**config.mk**
```make
export PLATFORM = sky130hd
export DESIGN_NAME = probe_sweep_ctl
export DESIGN_NICKNAME = d
export VERILOG_FILES = /design/src/rtl/probe_pkg.sv /design/src/rtl/prb_dcnt.sv /design/src/rtl/probe_sweep_ctl.sv
export SDC_FILE = /design/constraint.sdc
export NUM_CORES = 1
export LEC_CHECK = 0
export BUFFER_PORTS_ARGS = -buffer_cell sky130_fd_sc_hd__clkbuf_2
export CAP_MARGIN = 10
export CELL_PAD_IN_SITES_DETAIL_PLACEMENT = 1
export CELL_PAD_IN_SITES_GLOBAL_PLACEMENT = 2
export CORE_MARGIN = 2
export CORE_UTILIZATION = 34
export CTS_CLUSTER_SIZE = 14
export DETAILED_ROUTE_END_ITERATION = 10
export GPL_TIMING_DRIVEN = 0
export PLACE_DENSITY = 0.9
export SLEW_MARGIN = 25
export SYNTH_ARGS = -nofsm -noshare
export SYNTH_HDL_FRONTEND = slang
export SYNTH_SLANG_ARGS = --single-unit
```
**constraint.sdc**
```tcl
create_clock -name CLK -period 2.9 [get_ports CLK]
set_clock_uncertainty 0.2 [all_clocks]
set_input_delay 0.58 -clock CLK [delete_from_list [all_inputs] [get_ports CLK]]
set_output_delay 0.58 -clock CLK [all_outputs]
set_load 0.02 [all_outputs]
```
**src/rtl/probe_pkg.sv**
```systemverilog
// Shared probe definitions: mode codes used by the keyboard probe state machine
// and the X-sweep sequencer state encoding.
package probe_pkg;

  localparam logic [2:0] PRB_IDLE   = 3'd0;
  localparam logic [2:0] PRB_ARM    = 3'd1;
  localparam logic [2:0] PRB_CLR    = 3'd2;
  localparam logic [2:0] PRB_SINGLE = 3'd3;
  localparam logic [2:0] PRB_CONT   = 3'd4;

  typedef enum logic [2:0] {
    ST_IDLE   = 3'd0,
    ST_SETTLE = 3'd1,
    ST_REQ    = 3'd2,
    ST_WAIT   = 3'd3,
    ST_WRITE  = 3'd4,
    ST_NEXT   = 3'd5
  } sweep_state_t;

  // Only the two sweep modes keep the sequencer running.
  function automatic logic is_sweep_mode(input logic [2:0] mode);
    return (mode == PRB_SINGLE) || (mode == PRB_CONT);
  endfunction

endpackage

```
**src/rtl/prb_dcnt.sv**
```systemverilog
// 8-bit loadable down-counter with a zero flag; stops at zero.
module prb_dcnt (
  input  logic       clk_i,
  input  logic       rst_i,
  input  logic       load_i,
  input  logic [7:0] load_val_i,
  input  logic       dec_i,
  output logic       zero_o
);

  logic [7:0] cnt_q, cnt_d;

  always_comb begin
    cnt_d = cnt_q;
    if (load_i) begin
      cnt_d = load_val_i;
    end else if (dec_i && (cnt_q != 8'd0)) begin
      cnt_d = cnt_q - 8'd1;
    end
  end

  always_ff @(posedge clk_i or posedge rst_i) begin
    if (rst_i) begin
      cnt_q <= 8'd0;
    end else begin
      cnt_q <= cnt_d;
    end
  end

  assign zero_o = (cnt_q == 8'd0);

endmodule

```
**src/rtl/probe_sweep_ctl.sv**
```systemverilog
// Probe X-sweep sequencer: settle, request a sample, write it to the display RAM,
// advance X. Mode 3 sweeps once, mode 4 sweeps continuously, CLR_XPOS rewinds.
module probe_sweep_ctl
  import probe_pkg::*;
#(
  parameter int XPOS_W     = 10,
  parameter int XPOS_MAX   = 639,
  parameter int DATA_W     = 8,
  parameter int SETTLE_CYC = 16,
  parameter int TMO_CYC    = 255
) (
  input  logic              CLK,
  input  logic              RST,
  input  logic [2:0]        PRB_ST,
  input  logic              CLR_XPOS,
  output logic              SMP_REQ,
  input  logic              SMP_DONE,
  input  logic [DATA_W-1:0] SMP_DATA,
  output logic              WR_EN,
  output logic [XPOS_W-1:0] WR_ADDR,
  output logic [DATA_W-1:0] WR_DATA,
  output logic [XPOS_W-1:0] XPOS,
  output logic              BUSY,
  output logic              SWEEP_DONE,
  output logic              SMP_TMO,
  output logic [2:0]        DBG_STATE
);

  localparam logic [XPOS_W-1:0] XMAX       = XPOS_W'(XPOS_MAX);
  localparam logic [7:0]        SETTLE_LD  = 8'(SETTLE_CYC - 1);
  localparam logic [7:0]        TMO_LD     = 8'(TMO_CYC - 1);

  sweep_state_t      state_q, state_d;
  logic [XPOS_W-1:0] xpos_q, xpos_d;
  logic [XPOS_W-1:0] wr_addr_q, wr_addr_d;
  logic [DATA_W-1:0] wr_data_q, wr_data_d;
  logic              tmo_q, tmo_d;
  logic              req_q, wr_en_q, busy_q, done_q;
  logic              settle_load, settle_dec, settle_zero;
  logic              tmo_load, tmo_dec, tmo_zero;
  logic              run;

  prb_dcnt u_settle_cnt (
    .clk_i      (CLK),
    .rst_i      (RST),
    .load_i     (settle_load),
    .load_val_i (SETTLE_LD),
    .dec_i      (settle_dec),
    .zero_o     (settle_zero)
  );

  prb_dcnt u_tmo_cnt (
    .clk_i      (CLK),
    .rst_i      (RST),
    .load_i     (tmo_load),
    .load_val_i (TMO_LD),
    .dec_i      (tmo_dec),
    .zero_o     (tmo_zero)
  );

  assign run = is_sweep_mode(PRB_ST);

  // Handshake: SMP_REQ is a one-cycle pulse in REQ; the front end answers with
  // SMP_DONE (SMP_DATA valid in that cycle) any time during WAIT. SMP_DONE seen in
  // any other state is ignored, and a missing answer times out to a zero sample.
  always_comb begin
    state_d     = state_q;
    xpos_d      = xpos_q;
    wr_addr_d   = wr_addr_q;
    wr_data_d   = wr_data_q;
    tmo_d       = tmo_q;
    settle_load = 1'b0;
    settle_dec  = 1'b0;
    tmo_load    = 1'b0;
    tmo_dec     = 1'b0;
    if (CLR_XPOS) begin
      state_d = ST_IDLE;
      xpos_d  = '0;
      tmo_d   = 1'b0;
    end else if ((state_q != ST_IDLE) && !run) begin
      state_d = ST_IDLE;
    end else begin
      case (state_q)
        ST_IDLE: begin
          if (run) begin
            state_d     = ST_SETTLE;
            settle_load = 1'b1;
          end
        end
        ST_SETTLE: begin
          if (settle_zero) state_d = ST_REQ;
          else             settle_dec = 1'b1;
        end
        ST_REQ: begin
          tmo_load = 1'b1;
          state_d  = ST_WAIT;
        end
        ST_WAIT: begin
          // A strobe on the expiry cycle counts as a good sample.
          if (SMP_DONE) begin
            wr_data_d = SMP_DATA;
            wr_addr_d = xpos_q;
            state_d   = ST_WRITE;
          end else if (tmo_zero) begin
            wr_data_d = '0;
            wr_addr_d = xpos_q;
            tmo_d     = 1'b1;
            state_d   = ST_WRITE;
          end else begin
            tmo_dec = 1'b1;
          end
        end
        ST_WRITE: state_d = ST_NEXT;
        ST_NEXT: begin
          if (xpos_q == XMAX) begin
            xpos_d = '0;
            if (PRB_ST == PRB_CONT) begin
              state_d     = ST_SETTLE;
              settle_load = 1'b1;
            end else begin
              state_d = ST_IDLE;
            end
          end else begin
            xpos_d      = xpos_q + 1'b1;
            state_d     = ST_SETTLE;
            settle_load = 1'b1;
          end
        end
        default: state_d = ST_IDLE;
      endcase
    end
  end

  // Strobes are registered from the next state so they line up with state entry.
  always_ff @(posedge CLK or posedge RST) begin
    if (RST) begin
      state_q   <= ST_IDLE;
      xpos_q    <= '0;
      wr_addr_q <= '0;
      wr_data_q <= '0;
      tmo_q     <= 1'b0;
      req_q     <= 1'b0;
      wr_en_q   <= 1'b0;
      busy_q    <= 1'b0;
      done_q    <= 1'b0;
    end else begin
      state_q   <= state_d;
      xpos_q    <= xpos_d;
      wr_addr_q <= wr_addr_d;
      wr_data_q <= wr_data_d;
      tmo_q     <= tmo_d;
      req_q     <= (state_d == ST_REQ);
      wr_en_q   <= (state_d == ST_WRITE);
      busy_q    <= (state_d != ST_IDLE);
      done_q    <= (state_d == ST_NEXT) && (xpos_q == XMAX);
    end
  end

  assign SMP_REQ    = req_q;
  assign WR_EN      = wr_en_q;
  assign WR_ADDR    = wr_addr_q;
  assign WR_DATA    = wr_data_q;
  assign XPOS       = xpos_q;
  assign BUSY       = busy_q;
  assign SWEEP_DONE = done_q;
  assign SMP_TMO    = tmo_q;
  assign DBG_STATE  = state_q;

endmodule

```
==> results of run 1 <==
## logic make-up (layout without fill, tap and decap cells)
kind of cell               Yosys count  in the layout  share of synthesized area
AOI/OAI and AO/OA                   46             46                      0.131
adders and majority gates            5              5                     0.0243
and+or+nand+nor                    106            106                      0.212
buffers and inverters               17             74                     0.0263
DFF                                 52             52                      0.506
muxes                               11             11                     0.0491
xor gates and xnor gates            15             15                     0.0511
## metal layers
metal,track usage,up-vias,routed length [um]
met3,0.0315,8,207
met5,0,-,0
met1,0.178,986,2610
li1,-,1003,-
met2,0.254,35,2840
met4,0.0455,0,74
## cell type report
cell class,instances,share of cell area
clock inverter,2,0.00413
inverter,11,0.0145
timing repair buffer,50,0.0826
tap,99,0.0409
buffer,6,0.00867
sequential,52,0.429
clock buffer,5,0.0227
multi-input combinational,183,0.397
## layout by cell type, fill, tap and decap left out, types with 7 or more instances in the layout
master | netlist | final
nand3_1 | 7 | 7
dfrtp_1 | 52 | 52
nor4_1 | 7 | 7
clkbuf_2 | 0 | 50
inv_1 | 11 | 10
nor2_1 | 20 | 20
o21ai_0 | 12 | 12
mux2_2 | 9 | 9
xor2_1 | 12 | 12
nand2_1 | 38 | 38
## sequential cells by signal (all words and copies together) (netlist names)
name	cells
WR_DATA	8
BUSY	1
WR_EN	1
u_settle_cnt.cnt_q	8
SWEEP_DONE	1
u_tmo_cnt.cnt_q	8
XPOS	10
SMP_TMO	1
DBG_STATE	3
SMP_REQ	1
WR_ADDR	10
## where the power goes
group	total, mW	internal (mW)	switching [mW]
Sequential	0.804	0.765	0.0390
Combinational	0.193	0.0770	0.116
Clock	0.392	0.164	0.229
## through the flow
stage               hold slack, ps  setup slack (ps)  cells  total power, mW  area (um2)
finish                         154               439    408             1.39        3030
global route                   201               316    408             1.47        3030
CTS                            174               409    408             1.42        3030
detailed placement             274               208    401             1.02        2950
global placement               264               191    401             1.01        2950
floorplan                      298               570    252            0.954        2570
## worst paths after layout
kind / from / to / slack [ps] / depth (start not counted)
max: DBG_STATE[2] / WR_ADDR[0] / 440 / 5
min: RST / u_tmo_cnt.cnt_q[3] / 150 / 2
max reg2reg: DBG_STATE[2] / WR_ADDR[0] / 440 / 5
min reg2reg: WR_DATA[7] / WR_DATA[7] / 280 / 2
max in group asynchronous: RST / XPOS[2] / 1940 / 2
min in group CLK: WR_DATA[7] / WR_DATA[7] / 280 / 2
==> summary.md, run 1 <==
| Metric | Value |
|---|---|
| Slowest cell on the critical path | `dfrtp_1` |
| Crit. End Element | `register` |
| Max_slew headroom | `0.422` |
| F_max | `between 400 and 500 MHz` |
| Synth area leaders | `dfrtp_1, nand2_1, xor2_1` |
| Register Area | `roughly 0.0013 mm2` |
| Die area | `between 0.008 and 0.009 mm2` |
| # rows | `31` |
| Leakage | `1.49 nW` |
| Die width | `between 90 and 100 um` |
| Flops & latches, synth | `52` |
| Count leader, synth | `dfrtp_1` |
| Total CTS buffers | `5` |
| Final ANT Viol Nets | `0` |
| Initial antenna violation count | `0` |
| Ant diodes | `0` |
| Hold Vio Cnt, Final | `0` |
| Remaining global-route overflow | `0` |
| Worst path required time | `between 2000 and 3000 ps` |
| Syn-to-layout area delta | `17.8%` |
| Wirelength per Cell | `14.1 um` |
| Most used DFF post-synth | `dfrtp_1` |
| Chip Height | `roughly 91 um` |
| Via count | `2032` |
| Max_cap viols | `0` |
| Setup tns final | `0 ps` |
| Routed WL | `between 5 and 6 mm` |
| Starting DRT DRC Count | `slightly above 70` |
| Clk sinks | `52` |
| Cell area after technology mapping | `~0.0026 mm2` |
| Setup CP Type | `reg -> reg` |
| Share of flip-flops with an asynchronous set or reset | `1.00` |
| VDD IR max | `0.169 mV` |
| Placed wire-length estimate | `4.31 mm` |
| Clock buffer depth | `2` |
| CORE AREA | `between 0.007 and 0.008 mm2` |
| EDFF count, synth | `0` |
| Sequential fraction of the synthesis area | `0.506` |
| Syn nets | `between 200 and 300` |
| Number of I/O port buffers | `50` |
| CP Buf/Inv Count | `1` |
| Post-synthesis cell type count | `50` |
| Mean Syn Cell Area | `between 10 and 15 um2` |
| Vias in the first global route | `2048` |
| Multi-input gate area | `approximately 0.0012 mm2` |
| H-Tree Depth | `2` |
| Ports | `51` |
| CP startpoint kind | `register` |
| Warnings from Yosys | `0` |
| Worst-path maximum fanout | `10` |
| Final Util | `0.416` |
| Via-to-Cell Ratio | `4.98` |
| Hold Path Class | `in -> async` |
| First-pass GRT wire length | `9.64 mm` |
| Post-CTS Hold Buffers | `0` |
| Drt first pass iters | `4` |
| Post-synth top cells | `dfrtp_1, nand2_1, nor2_1` |
| Total Routing Usage GR | `0.145` |
| Tcrit/Tclk final | `0.849` |
| Buffer count from post-CTS setup fixing | `0` |
| Worst-margin pin slew | `859 ps` |
| Clock root cell | `clkbuf_8` |
| Worst-path cell chain | `or3_4 > a31oi_4 > o211ai_4 > buf_2 > mux2_4` |
| Initial core utilization | `0.353` |
| Pwr Density | `roughly 460 mW/mm2` |
| Largest net degree at the start of global routing | `between 50 and 60` |
| Syn Inst Count | `about 250` |
| Fillers | `approximately 900` |
| Max stage delay on crit path | `around 490 ps` |
| Worst endpoint data arrival time | `2460 ps` |
| Cell taking the most area after synthesis | `dfrtp_1` |
| Final setup fails | `0` |
| RSZ-0062 raised after global routing | `false` |
| Post-synth top area share | `0.506` |
| Min Clock Period, post-route | `2460 ps` |
| Worst-path clk slew | `~90 ps` |
| CTS tree | `done` |
| CTS resizes | `0` |
| Placer Congestion | `around 0.77` |
| Worst-Skew Late Latency | `approximately 300 ps` |
| Crit path max-delay family | `compound AO/OA/AOI/OAI gates` |
| Slew Viols, Final | `0` |
| Nets | `~330` |
| DRC | `0` |
| Share of layout cells above drive strength 1 | `0.269` |
| Run status | `finished clean` |
Note: power is estimated with default switching activity, not from simulation.
==> run 2: changes to the inputs <==
Clock period 2.9 ns to 2.56 ns, I/O delays scaled along.
==> summary.md, run 2 (synthesized netlist as in run 1, its figures left out) <==
| Metric | Value |
|---|---|
| Run status | `finished clean` |
| Worst-margin pin slew | `847 ps (-12.5 ps)` |
| Placed wire-length estimate | `4.31 mm (unchanged)` |
| Setup tns final | `0 ps (unchanged)` |
| Nets | `331 (+0.61%)` |
| RSZ-0062 raised after global routing | `false` |
| CP startpoint kind | `register` |
| Die area | `0.00828 mm2 (unchanged)` |
| Vias in the first global route | `2048 (unchanged)` |
| Max_slew headroom | `0.430 (+0.00842)` |
| Worst endpoint data arrival time | `2390 ps (-70 ps)` |
| Setup CP Type | `reg -> reg` |
| Worst-path maximum fanout | `10 (unchanged)` |
| Worst-Skew Late Latency | `300 ps (about the same)` |
| Ant diodes | `0 (unchanged)` |
| # rows | `31 (unchanged)` |
| Syn-to-layout area delta | `18.4%` |
| Final ANT Viol Nets | `0 (unchanged)` |
| Worst-path clk slew | `90 ps (about the same)` |
| Via-to-Cell Ratio | `4.96 (-0.39%)` |
| Total Routing Usage GR | `0.145 (unchanged)` |
| Chip Height | `91.0 um (unchanged)` |
| Wirelength per Cell | `14.0 um (-0.49%)` |
| Via count | `2034 (+0.098%)` |
| Total CTS buffers | `5 (unchanged)` |
| Worst path required time | `2560 ps (-340 ps)` |
| Clock buffer depth | `2 (unchanged)` |
| First-pass GRT wire length | `9.64 mm (unchanged)` |
| Min Clock Period, post-route | `2390 ps (-71.9 ps)` |
| F_max | `419 MHz (+3.0%)` |
| Leakage | `1.50 nW (+0.66%)` |
| Placer Congestion | `0.766 (unchanged)` |
| Max_cap viols | `0 (unchanged)` |
| Multi-input gate area | `0.00120 mm2 (unchanged)` |
| Share of layout cells above drive strength 1 | `0.273 (+0.00470)` |
| Hold Slack | `86.3 ps (-68.1 ps)` |
| Drt first pass iters | `4 (unchanged)` |
| Routed WL | `5.74 mm (unchanged)` |
| Slowest cell on the critical path | `or3b_2` |
| Post-CTS Hold Buffers | `0 (unchanged)` |
| Crit. End Element | `register` |
| Max stage delay on crit path | `480 ps (about the same)` |
| Hold Vio Cnt, Final | `0 (unchanged)` |
| Number of I/O port buffers | `50 (unchanged)` |
| Fillers | `878 (+0.11%)` |
| Commonest cells after routing, fill and taps aside | `dfrtp_1, clkbuf_2, nand2_1, nor2_1` |
| Buffer count from post-CTS setup fixing | `0 (unchanged)` |
| Die width | `91.0 um (unchanged)` |
| CTS resizes | `0 (unchanged)` |
| Hold Path Class | `in -> async` |
| Worst-path cell chain | `inv_1 > ha_1 > or3b_2 > nor2_2 > o211ai_4 > buf_2 > mux2_4` |
| H-Tree Depth | `2 (unchanged)` |
| Register Area | `0.00130 mm2 (unchanged)` |
| Clock root cell | `clkbuf_8` |
| Starting DRT DRC Count | `61 (-15%)` |
| Remaining global-route overflow | `0 (unchanged)` |
| Pwr Density | `518 mW/mm2 (+13%)` |
| Slew Viols, Final | `0 (unchanged)` |
| VDD IR max | `0.192 mV (+13%)` |
| Ports | `51 (unchanged)` |
| Initial core utilization | `0.353 (unchanged)` |
| CP Buf/Inv Count | `2 (+1)` |
| Tcrit/Tclk final | `0.933 (+0.0846)` |
| Most common cell after layout, fill and taps aside | `dfrtp_1` |
| Initial antenna violation count | `0 (unchanged)` |
| Largest net degree at the start of global routing | `53 (unchanged)` |
| Clk sinks | `52 (unchanged)` |
| CORE AREA | `0.00729 mm2 (unchanged)` |
| Crit path max-delay family | `simple AND/OR/NAND/NOR gates` |
| CTS tree | `done` |
| Final setup fails | `0 (unchanged)` |
| DRC | `0 (unchanged)` |
[run 2: cell types whose count changed in the layout (fill, tap and decap cells not counted)]
| cell | delta |
|---|---|
| buf_4 | +2 |
[run 2: worst paths after layout]
kind / start / endpoint / slack, ps / depth (start not counted)
worst max-delay path: u_tmo_cnt.cnt_q[0] / WR_ADDR[0] / 170 / 7
worst min-delay path: RST / u_tmo_cnt.cnt_q[3] / 90 / 2
worst max register to register: u_tmo_cnt.cnt_q[0] / WR_ADDR[0] / 170 / 7
worst min register to register: WR_DATA[7] / WR_DATA[7] / 280 / 2
max in group asynchronous: RST / XPOS[2] / 1670 / 2
min in group CLK: SMP_DATA[3] / WR_DATA[3] / 230 / 3
[run 2: routing by layer]
layer / GRT usage / routed length [um] / up-vias
met5: 0 / 0 / -
met3: 0.0315 / 197 / 8
met4: 0.0455 / 74 / 0
li1: - / - / 1005
met1: 0.178 / 2630 / 988
met2: 0.254 / 2830 / 33
[run 2: power by group]
part           switching (mW)  leakage (nW)  internal, mW
combinational           0.133         0.766        0.0907
sequential             0.0443         0.695         0.866
clock                   0.259        0.0400         0.186
total                   0.436          1.50          1.14
[run 2: through the flow]
step	total power [mW]	util	cell area, um2	worst slack, ps	std cells
finish	1.58	0.418	3050	171	410
global route	1.68	0.418	3050	29.4	410
CTS	1.60	0.416	3030	69.4	408
detailed placement	1.15	0.404	2950	-64.4	401
global placement	1.14	0.404	2950	-81.3	401
floorplan	1.08	-	2570	286	252
[run 2: area by class of cell]
class / count / area share
flip-flops and latches: 52 / 0.427
multi-input cells: 183 / 0.395
repair buffers: 52 / 0.0871
well taps: 99 / 0.0407
clock buffers: 5 / 0.0226
inverters: 11 / 0.0144
plain buffers: 6 / 0.00863
clock inverters: 2 / 0.00411
==> run 3: changes to the inputs <==
Settings changed: CORE_UTILIZATION 34 to 37, PLACE_DENSITY 0.9 to 0.95.
Clock period 2.56 ns to 3.1 ns, I/O delays scaled along.
==> summary.md, run 3 (synthesized netlist as in run 1, its figures left out) <==
| Metric | Value |
|---|---|
| Crit. End Element | `register` |
| Reg2reg start | `DBG_STATE[1]` |
| Commonest cells after routing, fill and taps aside | `dfrtp_1, clkbuf_2, nand2_1, nor2_1` |
| Routed WL | `6.06 mm (+5.5%)` |
| Placed instance area | `0.00293 mm2 (-0.81%)` |
| DRC | `0 (unchanged)` |
| Max_slew headroom | `0.446 (+0.0154)` |
| Min Clock Period, post-route | `2470 ps (+85.4 ps)` |
| First-pass GRT wire length | `9.79 mm (+1.6%)` |
| Ports | `51 (unchanged)` |
| CORE AREA | `0.00676 mm2 (-7.3%)` |
| Hold Vio Cnt, Final | `0 (unchanged)` |
| Clock root cell | `clkbuf_8` |
| Chip Height | `87.4 um (-4.0%)` |
| Syn-to-layout area delta | `16.9%` |
| Drt first pass iters | `4 (unchanged)` |
| F_max | `404 MHz (-3.4%)` |
| Post-CTS Hold Buffers | `0 (unchanged)` |
| Initial antenna violation count | `0 (unchanged)` |
| Buffer count from post-CTS setup fixing | `0 (unchanged)` |
| Total CTS buffers | `5 (unchanged)` |
| Largest net degree at the start of global routing | `53 (unchanged)` |
| Worst-path clk slew | `100 ps (about the same)` |
| Final Instance Area | `0.00301 mm2 (-1.3%)` |
| Flop pwr share | `0.570 (-0.007)` |
| Hold Path Class | `in -> async` |
| Tcrit/Tclk final | `0.798 (-0.135)` |
| Clock buffer depth | `2 (unchanged)` |
| Worst-path maximum fanout | `10 (unchanged)` |
| Ant diodes | `0 (unchanged)` |
| Die area | `0.00764 mm2 (-7.8%)` |
| CP startpoint | `DBG_STATE[1]` |
| Net Sw Power | `378 uW (-13%)` |
| H-Tree Depth | `2 (unchanged)` |
| Leakage | `1.49 nW (-0.65%)` |
| GRT met2 Usage | `0.298 (+0.0438)` |
| Final setup fails | `0 (unchanged)` |
| Placed wire-length estimate | `4.51 mm (+4.6%)` |
| Placed insts | `382 (-4.7%)` |
| Setup CP Type | `reg -> reg` |
| Run status | `finished clean` |
| VDD IR max | `0.168 mV (-12%)` |
| # rows | `30 (-3.2%)` |
| CTS resizes | `0 (unchanged)` |
| Pwr Density | `439 mW/mm2 (-15%)` |
| Die width | `87.4 um (-4.0%)` |
| Vias in the first global route | `2042 (-0.29%)` |
| Layout Cells excl Fill | `389 (-5.1%)` |
| CTS tree | `done` |
| Nets | `329 (-0.60%)` |
| Slew Viols, Final | `0 (unchanged)` |
| Final ANT Viol Nets | `0 (unchanged)` |
| DP Worst Slack | `345 ps (+410 ps)` |
| Total Routing Usage GR | `0.164 (+0.0185)` |
| Wirelength per Cell | `15.6 um (+11%)` |
| RSZ-0062 raised after global routing | `false` |
| Internal power | `941 uW (-18%)` |
| Share of layout cells above drive strength 1 | `0.269 (-0.00470)` |
| Via-to-Cell Ratio | `5.36 (+8.0%)` |
| Met3 Track Usage GR | `0.0322 (+0.000692)` |
| Final worst slack | `625 ps (+455 ps)` |
| Worst-Skew Late Latency | `310 ps (about the same)` |
| Initial core utilization | `0.381 (+0.0280)` |
| Starting DRT DRC Count | `48 (-21%)` |
| Clk sinks | `52 (unchanged)` |
| Via count | `2085 (+2.5%)` |
| Layer with the highest usage | `met2` |
| Number of I/O port buffers | `50 (unchanged)` |
| Comb power frac | `0.139 (-0.002)` |
| Remaining global-route overflow | `0 (unchanged)` |
| Placer Congestion | `0.766 (about the same)` |
| Worst-margin pin slew | `824 ps (-22.9 ps)` |
| Worst endpoint data arrival time | `2480 ps (+90 ps)` |
| Most common cell after layout, fill and taps aside | `dfrtp_1` |
| Setup tns final | `0 ps (unchanged)` |
| Clk pwr share | `0.291 (+0.009)` |
| Max_cap viols | `0 (unchanged)` |
| Switching part of the total | `0.287 (+0.0105)` |
| M1 GR Usage | `0.196 (+0.0177)` |
| Final Util | `0.445 (+0.0274)` |
| Worst path required time | `3100 ps (+540 ps)` |
| CP startpoint kind | `register` |
run 3: changes by cell type in the layout (fill, tap and decap cells not counted):
cell,delta
buf_4,-2
run 3: final timing paths:
path,end,depth (start not counted),slack (ps)
setup reg to reg,WR_ADDR[0],6,630
max in group asynchronous,u_tmo_cnt.cnt_q[1],2,2080
setup / recovery,WR_ADDR[0],6,630
hold / removal,WR_ADDR[6],2,190
hold reg to reg,WR_DATA[6],2,300
min in group CLK,WR_DATA[6],2,300
run 3: final cells by class:
class / instances / area [um2]
fill: 790 / 3750
clock inverter: 2 / 12.5
sequential: 52 / 1300
multi-input combinational: 183 / 1200
clock buffer: 5 / 68.8
buffer: 6 / 26.3
timing repair buffer: 50 / 250
inverter: 11 / 43.8
tap: 80 / 100
run 3: critical path: stages (launching register included):
cell and delay [ps]:
dfrtp_1 410, buf_2 180, or3_4 370, a31oi_4 390
o211ai_4 250, buf_2 260, mux2_4 310
run 3: power groups by stage:
stage,sequential [mW],clock (mW),combinational [mW]
detailed placement,0.766,0,0.185
global route,0.759,0.414,0.208
global placement,0.764,0,0.177
CTS,0.752,0.391,0.187
finish,0.752,0.384,0.183
floorplan,0.760,0,0.133
run 3: through the flow:
step	power [mW]	hold WS, ps
6_report	1.32	194
5_1_grt	1.38	242
4_1_cts	1.33	221
3_5_place_dp	0.951	277
3_3_place_gp	0.941	264
2_1_floorplan	0.893	298
run 3: per-layer routing:
metal | wire [um] | up-vias
li1 | - | 1004
met1 | 2660 | 1039
met2 | 3130 | 34
met3 | 214 | 8
met4 | 59 | 0
met5 | 0 | -
